File: src/rtl/sram_arbiter.sv
// Shares the base/ext SRAM banks between the fetch and data ports: one grant at a
// time, strobes sequenced by a small FSM, one-cycle ack with registered read data.
module sram_arbiter #(
    parameter int READ_CYCLES = 2,
    parameter int WE_CYCLES   = 2
) (
    input  logic        clk,
    input  logic        rst,
    input  logic        if_req,
    input  logic [31:0] if_addr,
    output logic        if_ack,
    output logic [31:0] if_rdata,
    input  logic        mem_req,
    input  logic        mem_we,
    input  logic [31:0] mem_addr,
    input  logic [3:0]  mem_sel,
    input  logic [31:0] mem_wdata,
    output logic        mem_ack,
    output logic [31:0] mem_rdata,
    output logic        stall_o,
    input  logic [31:0] base_data_i,
    input  logic [31:0] ext_data_i,
    output logic [31:0] ram_data_o,
    output logic        base_data_oe,
    output logic        ext_data_oe,
    output logic [19:0] base_addr,
    output logic [19:0] ext_addr,
    output logic [3:0]  base_be_n,
    output logic [3:0]  ext_be_n,
    output logic        base_ce_n,
    output logic        base_oe_n,
    output logic        base_we_n,
    output logic        ext_ce_n,
    output logic        ext_oe_n,
    output logic        ext_we_n
);
    typedef enum logic [2:0] {IDLE, READ, WR_SETUP, WR_PULSE, WR_HOLD, DONE} state_t;

    localparam int MAXC = (READ_CYCLES > WE_CYCLES) ? READ_CYCLES : WE_CYCLES;
    localparam int CW   = (MAXC > 1) ? $clog2(MAXC) : 1;

    state_t        r_state, w_next;
    logic [CW-1:0] r_cnt;
    logic [19:0]   r_addr;
    logic          r_we, r_bank, r_port;  // r_port: 1 = data port
    logic [3:0]    r_sel;
    logic [31:0]   r_wdata, r_if_rdata, r_mem_rdata;
    logic          w_cnt_zero, w_act, w_wr, w_base, w_ext;
    logic [31:0]   w_din;
    logic          w_unused;

    assign w_cnt_zero = (r_cnt == '0);
    assign w_unused   = &{1'b0, if_addr[31:23], if_addr[1:0], mem_addr[31:23], mem_addr[1:0], r_we};

    always_comb begin
        w_next = r_state;
        case (r_state)
            IDLE:     if (mem_req)     w_next = mem_we ? WR_SETUP : READ;
                      else if (if_req) w_next = READ;
            READ:     if (w_cnt_zero)  w_next = DONE;
            WR_SETUP: w_next = WR_PULSE;
            WR_PULSE: if (w_cnt_zero)  w_next = WR_HOLD;
            WR_HOLD:  w_next = DONE;
            DONE:     w_next = IDLE;
            default:  w_next = IDLE;
        endcase
    end

    always_ff @(posedge clk or negedge rst) begin
        if (!rst) begin
            r_state <= IDLE;
            r_cnt   <= '0;
        end else begin
            r_state <= w_next;
            // Counter reloads on every state change; only READ/WR_PULSE consult it.
            if (w_next != r_state)
                r_cnt <= (w_next == WR_PULSE) ? CW'(WE_CYCLES - 1) : CW'(READ_CYCLES - 1);
            else if (!w_cnt_zero)
                r_cnt <= r_cnt - 1'b1;
        end
    end

    always_ff @(posedge clk or negedge rst) begin
        if (!rst) begin
            r_addr  <= '0;
            r_we    <= 1'b0;
            r_sel   <= 4'hF;
            r_wdata <= '0;
            r_bank  <= 1'b0;
            r_port  <= 1'b0;
        end else if (r_state == IDLE && (mem_req || if_req)) begin
            r_port  <= mem_req;
            r_addr  <= mem_req ? mem_addr[21:2] : if_addr[21:2];
            r_bank  <= mem_req ? mem_addr[22]   : if_addr[22];
            r_we    <= mem_req & mem_we;
            r_sel   <= mem_req ? mem_sel : 4'hF;
            r_wdata <= mem_req ? mem_wdata : '0;
        end
    end

    assign w_din = r_bank ? ext_data_i : base_data_i;

    always_ff @(posedge clk or negedge rst) begin
        if (!rst) begin
            r_if_rdata  <= '0;
            r_mem_rdata <= '0;
        end else if (r_state == READ && w_cnt_zero) begin
            if (r_port) r_mem_rdata <= w_din;
            else        r_if_rdata  <= w_din;
        end
    end

    assign w_act = (r_state == READ) || w_wr;
    assign w_wr  = (r_state == WR_SETUP) || (r_state == WR_PULSE) || (r_state == WR_HOLD);
    assign w_base = w_act & ~r_bank;
    assign w_ext  = w_act &  r_bank;

    assign base_ce_n    = ~w_base;
    assign base_oe_n    = ~(w_base && r_state == READ);
    assign base_we_n    = ~(w_base && r_state == WR_PULSE);
    assign base_data_oe = w_base & w_wr;
    assign base_addr    = w_base ? r_addr : 20'h0;
    assign base_be_n    = w_base ? ~r_sel : 4'hF;

    assign ext_ce_n     = ~w_ext;
    assign ext_oe_n     = ~(w_ext && r_state == READ);
    assign ext_we_n     = ~(w_ext && r_state == WR_PULSE);
    assign ext_data_oe  = w_ext & w_wr;
    assign ext_addr     = w_ext ? r_addr : 20'h0;
    assign ext_be_n     = w_ext ? ~r_sel : 4'hF;

    assign ram_data_o = w_wr ? r_wdata : 32'h0;
    assign if_ack     = (r_state == DONE) & ~r_port;
    assign mem_ack    = (r_state == DONE) &  r_port;
    assign if_rdata   = r_if_rdata;
    assign mem_rdata  = r_mem_rdata;
    assign stall_o    = (if_req & ~if_ack) | (mem_req & ~mem_ack);
endmodule
File: config.mk
export PLATFORM = sky130hd
export DESIGN_NAME = sram_arbiter
export DESIGN_NICKNAME = d
export VERILOG_FILES = /design/src/rtl/sram_arbiter.sv
export SDC_FILE = /design/constraint.sdc
export NUM_CORES = 1
export LEC_CHECK = 0
export BUFFER_PORTS_ARGS = -buffer_cell sky130_fd_sc_hd__buf_2
export CAP_MARGIN = 10
export CORE_AREA = 2 2 125 127
export DETAILED_ROUTE_END_ITERATION = 8
export DIE_AREA = 0 0 127 129
export PLACE_DENSITY_LB_ADDON = 0.15
export SLEW_MARGIN = 20
export SYNTH_ARGS = -nofsm -noshare
export SYNTH_HDL_FRONTEND = slang
export SYNTH_SLANG_ARGS = --single-unit
File: constraint.sdc
create_clock -name clk -period 2.05 [get_ports clk]
set_clock_uncertainty 0.05 [all_clocks]
set_input_delay 0.205 -clock clk [delete_from_list [all_inputs] [get_ports clk]]
set_output_delay 0.205 -clock clk [all_outputs]
set_load 0.01 [all_outputs]
==> results.txt, run 1 <==
Post-Syn Instances -> 455
Critical path type -> reg -> out
Final hold vios -> 0
Min cycle time layout -> 2.10 ns
Min-Delay Path Class -> in -> reg
TritonRoute pass-1 iters -> 4
CP most frequent cell -> buf_6
Worst setup SP type -> flip-flop
Tot GR Track Use -> 20.1%
Die width -> 127 um
Slack of the critical path -> -0.0533 ns
DRC errors left -> 0
Worst path cell trace -> nor3_4 -> buf_6 -> nor3b_4 -> buf_6 -> buf_6 -> and2_1 -> buf_2
Die height -> 129 um
Rel. slew slack -> 70.5%
Vias in the first global route -> 4992
Highest Clock Rate -> 475 MHz
Post-synth top area cell -> dfrtp_1
Largest net degree at the start of global routing -> 72
TritonCTS sink count -> 126
Placeable Area -> 15000 sq um
Final setup viols -> 74
Wire per inst -> 17.1 um
CTS root buffer -> clkbuf_16
Synth Flop Type -> dfrtp_1
Crit path max fanout -> 6
Gp weighted congestion -> 0.808
Yosys reg bits -> 126
Failing checks -> setup timing
HPWL after detailed placement -> 11300 um
DP Cell Count -> 929
Post-synth top cells -> dfrtp_1, mux2_2, and2_1, nor2b_1, a22o_1
Syn_nets -> 624
Seq/Total Area, Yosys -> 53.3%
Ranking of synthesized cells by area -> dfrtp_1, mux2_2, a22o_1
Total CTS buffers -> 17
CP startpoint -> r_state[1]
Num rows -> 45
Final WL -> 17300 um
Nets@finish -> 986
Setup_tns -> -2.21 ns
Initial antenna violation count -> 0
Clock Pin Slew Worst Setup and Hold Paths -> 0.05 ns
Final core utilization -> 62.8%
Worst EP arrival -> 1.85 ns
Fin crit share -> 103%
Initial core utilization -> 39.6%
Starting DRT DRC Count -> 138
H-Tree Depth -> 4
Port Buffers -> 301
Worst Tran Pin Value -> 0.443 ns
Hold path start -> mem_addr[14]
Congestion Overflow GR -> 0
Max Cap Viol -> 0
Share of synthesized flip-flops with an asynchronous set or reset -> 100%
Slowest stage cell, crit path -> dfrtp_2
First-pass GRT wire length -> 25500 um
Final ANT Viol Nets -> 0
Via Count -> 5056
Ant. Diodes -> 0
EDFF count, synth -> 0
Area growth syn-to-layout -> 58.6%
Critical path data required time -> 1.79 ns
Total power -> 15.5 mW
Ys Warns -> 0
Unrepaired setup endpoints after global routing -> true
CP endpoint kind -> output port
Leak -> 4.56 nW
VDD IR-drop max -> 805 uV
Layout Cells excl Fill -> 1017
Status -> finished with violations
Clk_lat worst skew -> 0.41 ns
CTS tree -> built
Fraction of layout cells with a size suffix above 1 -> 66.6%
Post-synthesis average cell area -> 13.0 sq um
Power Density -> 1650 nW/um^2
Worst R2R Start -> r_state[1]
Boundary Pins -> 324
Number of distinct library cells after synthesis -> 33
Post-Syn Area -> 5930 sq um
Top-area cell type share of the netlist area -> 51.5%
CP max stage delay -> 0.46 ns
Final slew viol count -> 0
Die footprint -> 16400 sq um
Min Hold Slack -> 0.0854 ns
CTS max path bufs -> 2
DR vias/cell -> 4.97
-- cell usage in the layout, fill, tap and decap left out, types with 4 or more instances in the layout --
master	count
buf_2	259
mux2_2	122
dfrtp_1	118
buf_6	48
dlygate4sd3_1	37
nor2b_1	35
and2_4	32
a22o_1	32
buf_4	20
clkbuf_16	18
mux2_1	16
and2_1	9
nand2_2	7
nand2_1	6
buf_12	6
bufinv_16	5
buf_8	5
nor2_1	4
o22a_1	4
dfrtp_2	4
dfstp_2	4
-- per-layer routing --
metal	GRT usage [%]	vias to the layer above	routed length [um]
met4	8.92	0	478
met2	35.5	205	9080
met3	5.53	40	1150
met1	22.9	2486	6640
met5	0	-	0
li1	-	2325	-
-- final timing paths --
check | end | cells past startpoint | slack (ns)
min in group asynchronous | mem_rdata[25] | 2 | 0.15
max reg2reg | r_addr[0] | 6 | 0.20
max in group asynchronous | r_sel[1] | 3 | 1.12
max | ext_addr[6] | 7 | -0.05
min reg2reg | r_wdata[12] | 1 | 0.45
min | r_addr[12] | 3 | 0.09
-- worst max-delay path, delay by kind of cell (launching register included) --
kind,cells,cell delay [ns]
buffers and inverters,4,0.54
DFF,1,0.46
and+or+nand+nor,3,0.42
-- state kept, by name, summed over array words and instances (netlist names) --
signal     flops
r_sel          4
r_state        3
mem_rdata     32
if_rdata      32
r_wdata       32
r_addr        20
r_port         1
r_cnt          1
r_bank         1
-- per-stage QoR --
stage	setup WS (ns)	cell area, sq um
floorplan	0.298	5930
global placement	0.273	7730
detailed placement	0.220	7730
CTS	-0.0427	8950
global route	-0.125	9400
finish	-0.0533	9400
-- cell families after synthesis --
| group | count (synthesis) | share of synthesized area [%] |
|---|---|---|
| and+or+nand+nor | 108 | 11.1 |
| DFF | 126 | 53.3 |
| AOI/OAI and AO/OA | 46 | 6.44 |
| muxes | 138 | 26.2 |
| buffers and inverters | 37 | 2.98 |
-- where the power goes --
group	leakage, nW	internal [mW]	total (mW)	switching (mW)
logic	2.74	4.33	7.71	3.38
registers	1.51	3.74	4.48	0.737
clock network	0.312	2.22	3.33	1.11
-- cell type report --
type                    instances  area (sq um)
clock buffers                  19           453
clock inverters                12           208
fillers                      1181          5570
inverters                       4          15.0
multi-input cells             292          2750
flip-flops and latches        126          3160
well taps                     188           235
repair buffers                376          2580
-- timing repair --
item / CTS / global route
cloned: 3 / 5
hold buffers: 37 / 0
setup buffers: 7 / 6
pin swaps: 18 / 19
endpoints found under the hold margin: 146 / 0
gates resized for setup: 33 / 89
endpoints found under the setup margin: 84 / 83
Power figures use the tool's default switching activity.
==> inputs of run 2 (changes only) <==
--- a/config.mk
+++ b/config.mk
@@ -7,9 +7,9 @@
 export LEC_CHECK = 0
 export BUFFER_PORTS_ARGS = -buffer_cell sky130_fd_sc_hd__buf_2
 export CAP_MARGIN = 10
-export CORE_AREA = 2 2 125 127
+export CORE_AREA = 2 2 127 129
 export DETAILED_ROUTE_END_ITERATION = 8
-export DIE_AREA = 0 0 127 129
+export DIE_AREA = 0 0 129 131
 export PLACE_DENSITY_LB_ADDON = 0.15
 export SLEW_MARGIN = 20
 export SYNTH_ARGS = -nofsm -noshare
==> constraint.sdc (replaced) <==
create_clock -name clk -period 2.5 [get_ports clk]
set_clock_uncertainty 0.05 [all_clocks]
set_input_delay 0.25 -clock clk [delete_from_list [all_inputs] [get_ports clk]]
set_output_delay 0.25 -clock clk [all_outputs]
set_load 0.01 [all_outputs]
==> run 2 against run 1 <==
  * Total power fell by 29%
  * Clock-buffer cell count up 1
  * Sequential power fell by 18%
  * Global-route usage shrank 1.4 points
  * Die area is 3.1% higher
  * Sequential share of layout area is 3.2 points higher
  * Clock power decreased by 24%
  * Via count shrank 5.7%
  * Worst setup slack improved by 0.27 ns
  * Worst hold slack worse by 0.064 ns
  * Sequential cell count unchanged
  * The run now ends clean
==> results.txt, run 2 (synthesis results as in run 1) <==
Critical path data required time -> 2.20 ns (was 1.79 ns)
Total power -> 11.0 mW (was 15.5 mW)
DR vias/cell -> 4.71 (was 4.97)
Min cycle time layout -> 2.28 ns
Placeable Area -> 15600 sq um (was 15000 sq um)
Max Cap Viol -> 0 (unchanged)
Wire per inst -> 15.8 um (was 17.1 um)
Worst setup SP type -> flip-flop (unchanged)
DRC errors left -> 0 (unchanged)
Congestion Overflow GR -> 0 (unchanged)
VDD IR-drop max -> 606 uV (was 805 uV)
Fraction of layout cells with a size suffix above 1 -> 60.1% (was 66.6%)
Crit path to -> ext_addr[2] (was ext_addr[6])
Starting DRT DRC Count -> 103 (was 138)
First-pass GRT wire length -> 24100 um (was 25500 um)
Worst EP arrival -> 1.98 ns (was 1.85 ns)
Commonest non-fill, non-tap cells in the layout -> buf_2, mux2_2, dfrtp_1 (unchanged)
Placement Cell Area -> 7690 sq um (was 7730 sq um)
Final Cell Area -> 8580 sq um (was 9400 sq um)
Vias in the first global route -> 4854 (was 4992)
Critical path type -> reg -> out (unchanged)
Final hold vios -> 0 (unchanged)
CP endpoint kind -> output port (unchanged)
Largest net degree at the start of global routing -> 56 (was 72)
Leak -> 4.21 nW (was 4.56 nW)
Worst R2R Start -> r_state[2] (was r_state[1])
Final WL -> 16000 um (was 17300 um)
Boundary Pins -> 324 (unchanged)
Register-to-Register Path Depth -> 4 (was 6)
DP Cell Count -> 951 (was 929)
Crit path max fanout -> 25 (was 6)
Post-CTS setup buffer count -> 0 (was 7)
CTS max path bufs -> 2 (unchanged)
CTS root buffer -> clkbuf_16 (unchanged)
Highest Clock Rate -> 438 MHz
Fin crit share -> 91.3%
Commonest non-fill, non-tap cell in the layout -> buf_2 (unchanged)
CTS tree -> built (unchanged)
Min-Delay Path Class -> in -> reg (unchanged)
Power Density -> 1280 nW/um^2 (was 1650 nW/um^2)
Clk_lat worst skew -> 0.41 ns (about the same)
Tot GR Track Use -> 18.6% (was 20.1%)
TritonCTS sink count -> 126 (unchanged)
Cts repair resizes -> 0 (was 33)
Total CTS buffers -> 17 (unchanged)
Gp weighted congestion -> 0.753 (was 0.808)
Nets@finish -> 951 (was 986)
H-Tree Depth -> 4 (unchanged)
Die height -> 131 um (was 129 um)
Final setup viols -> 0 (was 74)
Port Buffers -> 301 (unchanged)
Rel. slew slack -> 62.7% (was 70.5%)
TritonRoute pass-1 iters -> 4 (unchanged)
Area growth syn-to-layout -> 44.6% (was 58.6%)
Ant. Diodes -> 0 (unchanged)
Status -> completed (was finished with violations)
Die footprint -> 16900 sq um (was 16400 sq um)
Setup_tns -> 0 ns (was -2.21 ns)
Final ANT Viol Nets -> 0 (unchanged)
Unrepaired setup endpoints after global routing -> false (was true)
Num rows -> 46 (was 45)
Final core utilization -> 55.0% (was 62.8%)
Worst Tran Pin Value -> 0.560 ns (was 0.443 ns)
Worst flop-to-flop path endpoint -> r_addr[0] (unchanged)
CP startpoint -> r_state[1] (unchanged)
Initial antenna violation count -> 0 (unchanged)
Die width -> 129 um (was 127 um)
Via Count -> 4766 (was 5056)
Hold depth -> 2 (was 3)
HPWL after detailed placement -> 11400 um (was 11300 um)
Final slew viol count -> 0 (unchanged)
Initial core utilization -> 38.0% (was 39.6%)
Layout Cells excl Fill -> 1011 (was 1017)
Clock Pin Slew Worst Setup and Hold Paths -> 0.06 ns (was 0.05 ns)
Worst reg-to-reg setup slack -> 0.50 ns (was 0.20 ns)
## run 2: cell count changes in the layout (fill, tap and decap cells not counted), sizes merged
cell	before	now
clkinv	2	6
inv	6	5
dlygate4sd3	37	28
clkinvlp	3	2
buf	338	313
bufinv	5	3
## run 2: per-layer routing
layer | routed length [um] | GRT usage, % | vias up
met5 | 0 | 0 | -
met4 | 320 | 8.06 | 0
met3 | 1160 | 6.35 | 27
met2 | 8350 | 33.0 | 179
met1 | 6150 | 20.5 | 2307
li1 | - | - | 2253
## run 2: where the power goes
part	internal, mW	total [mW]	switching [mW]
Combinational	2.45	4.77	2.32
Sequential	3.06	3.67	0.608
Clock	1.60	2.54	0.933
## run 2: critical path, cell delays in order (launching register included)
cell and delay (ns):
dfrtp_1 0.52, o21a_1 0.30, nor3b_2 0.18, buf_4 0.27
and2_1 0.16, buf_2 0.13
## run 2: worst min path at each step
| stage | end | startpoint | slack, ns |
|---|---|---|---|
| 6_report | r_wdata[8] | mem_wdata[8] | 0.02 |
| 3_5_place_dp | mem_rdata[1] | rst | 0.23 |
| 2_1_floorplan | if_rdata[0] | rst | -0.1 |
| 5_1_grt | r_wdata[9] | mem_wdata[9] | 0.005 |
| 3_3_place_gp | mem_rdata[1] | rst | 0.23 |
| 4_1_cts | r_wdata[10] | mem_wdata[10] | 0.002 |
## run 2: layout make-up
class / count / area (sq um)
flip-flops and latches: 126 / 3160
clock buffers: 20 / 447
inverters: 4 / 15.0
clock inverters: 12 / 163
fillers: 1389 / 7020
repair buffers: 341 / 1920
well taps: 216 / 270
multi-input cells: 292 / 2610
## run 2: repair_timing
action,4_1_cts,5_1_grt
hold buffers,28,0
endpoints found under the setup margin,0,0
endpoints found under the hold margin,66,0
## run 2: stage by stage
step	hold WS, ns	worst slack (ns)
floorplan	-0.0956	0.744
global placement	0.230	0.519
detailed placement	0.233	0.476
CTS	0.00160	0.180
global route	0.00541	0.100
finish	0.0213	0.217
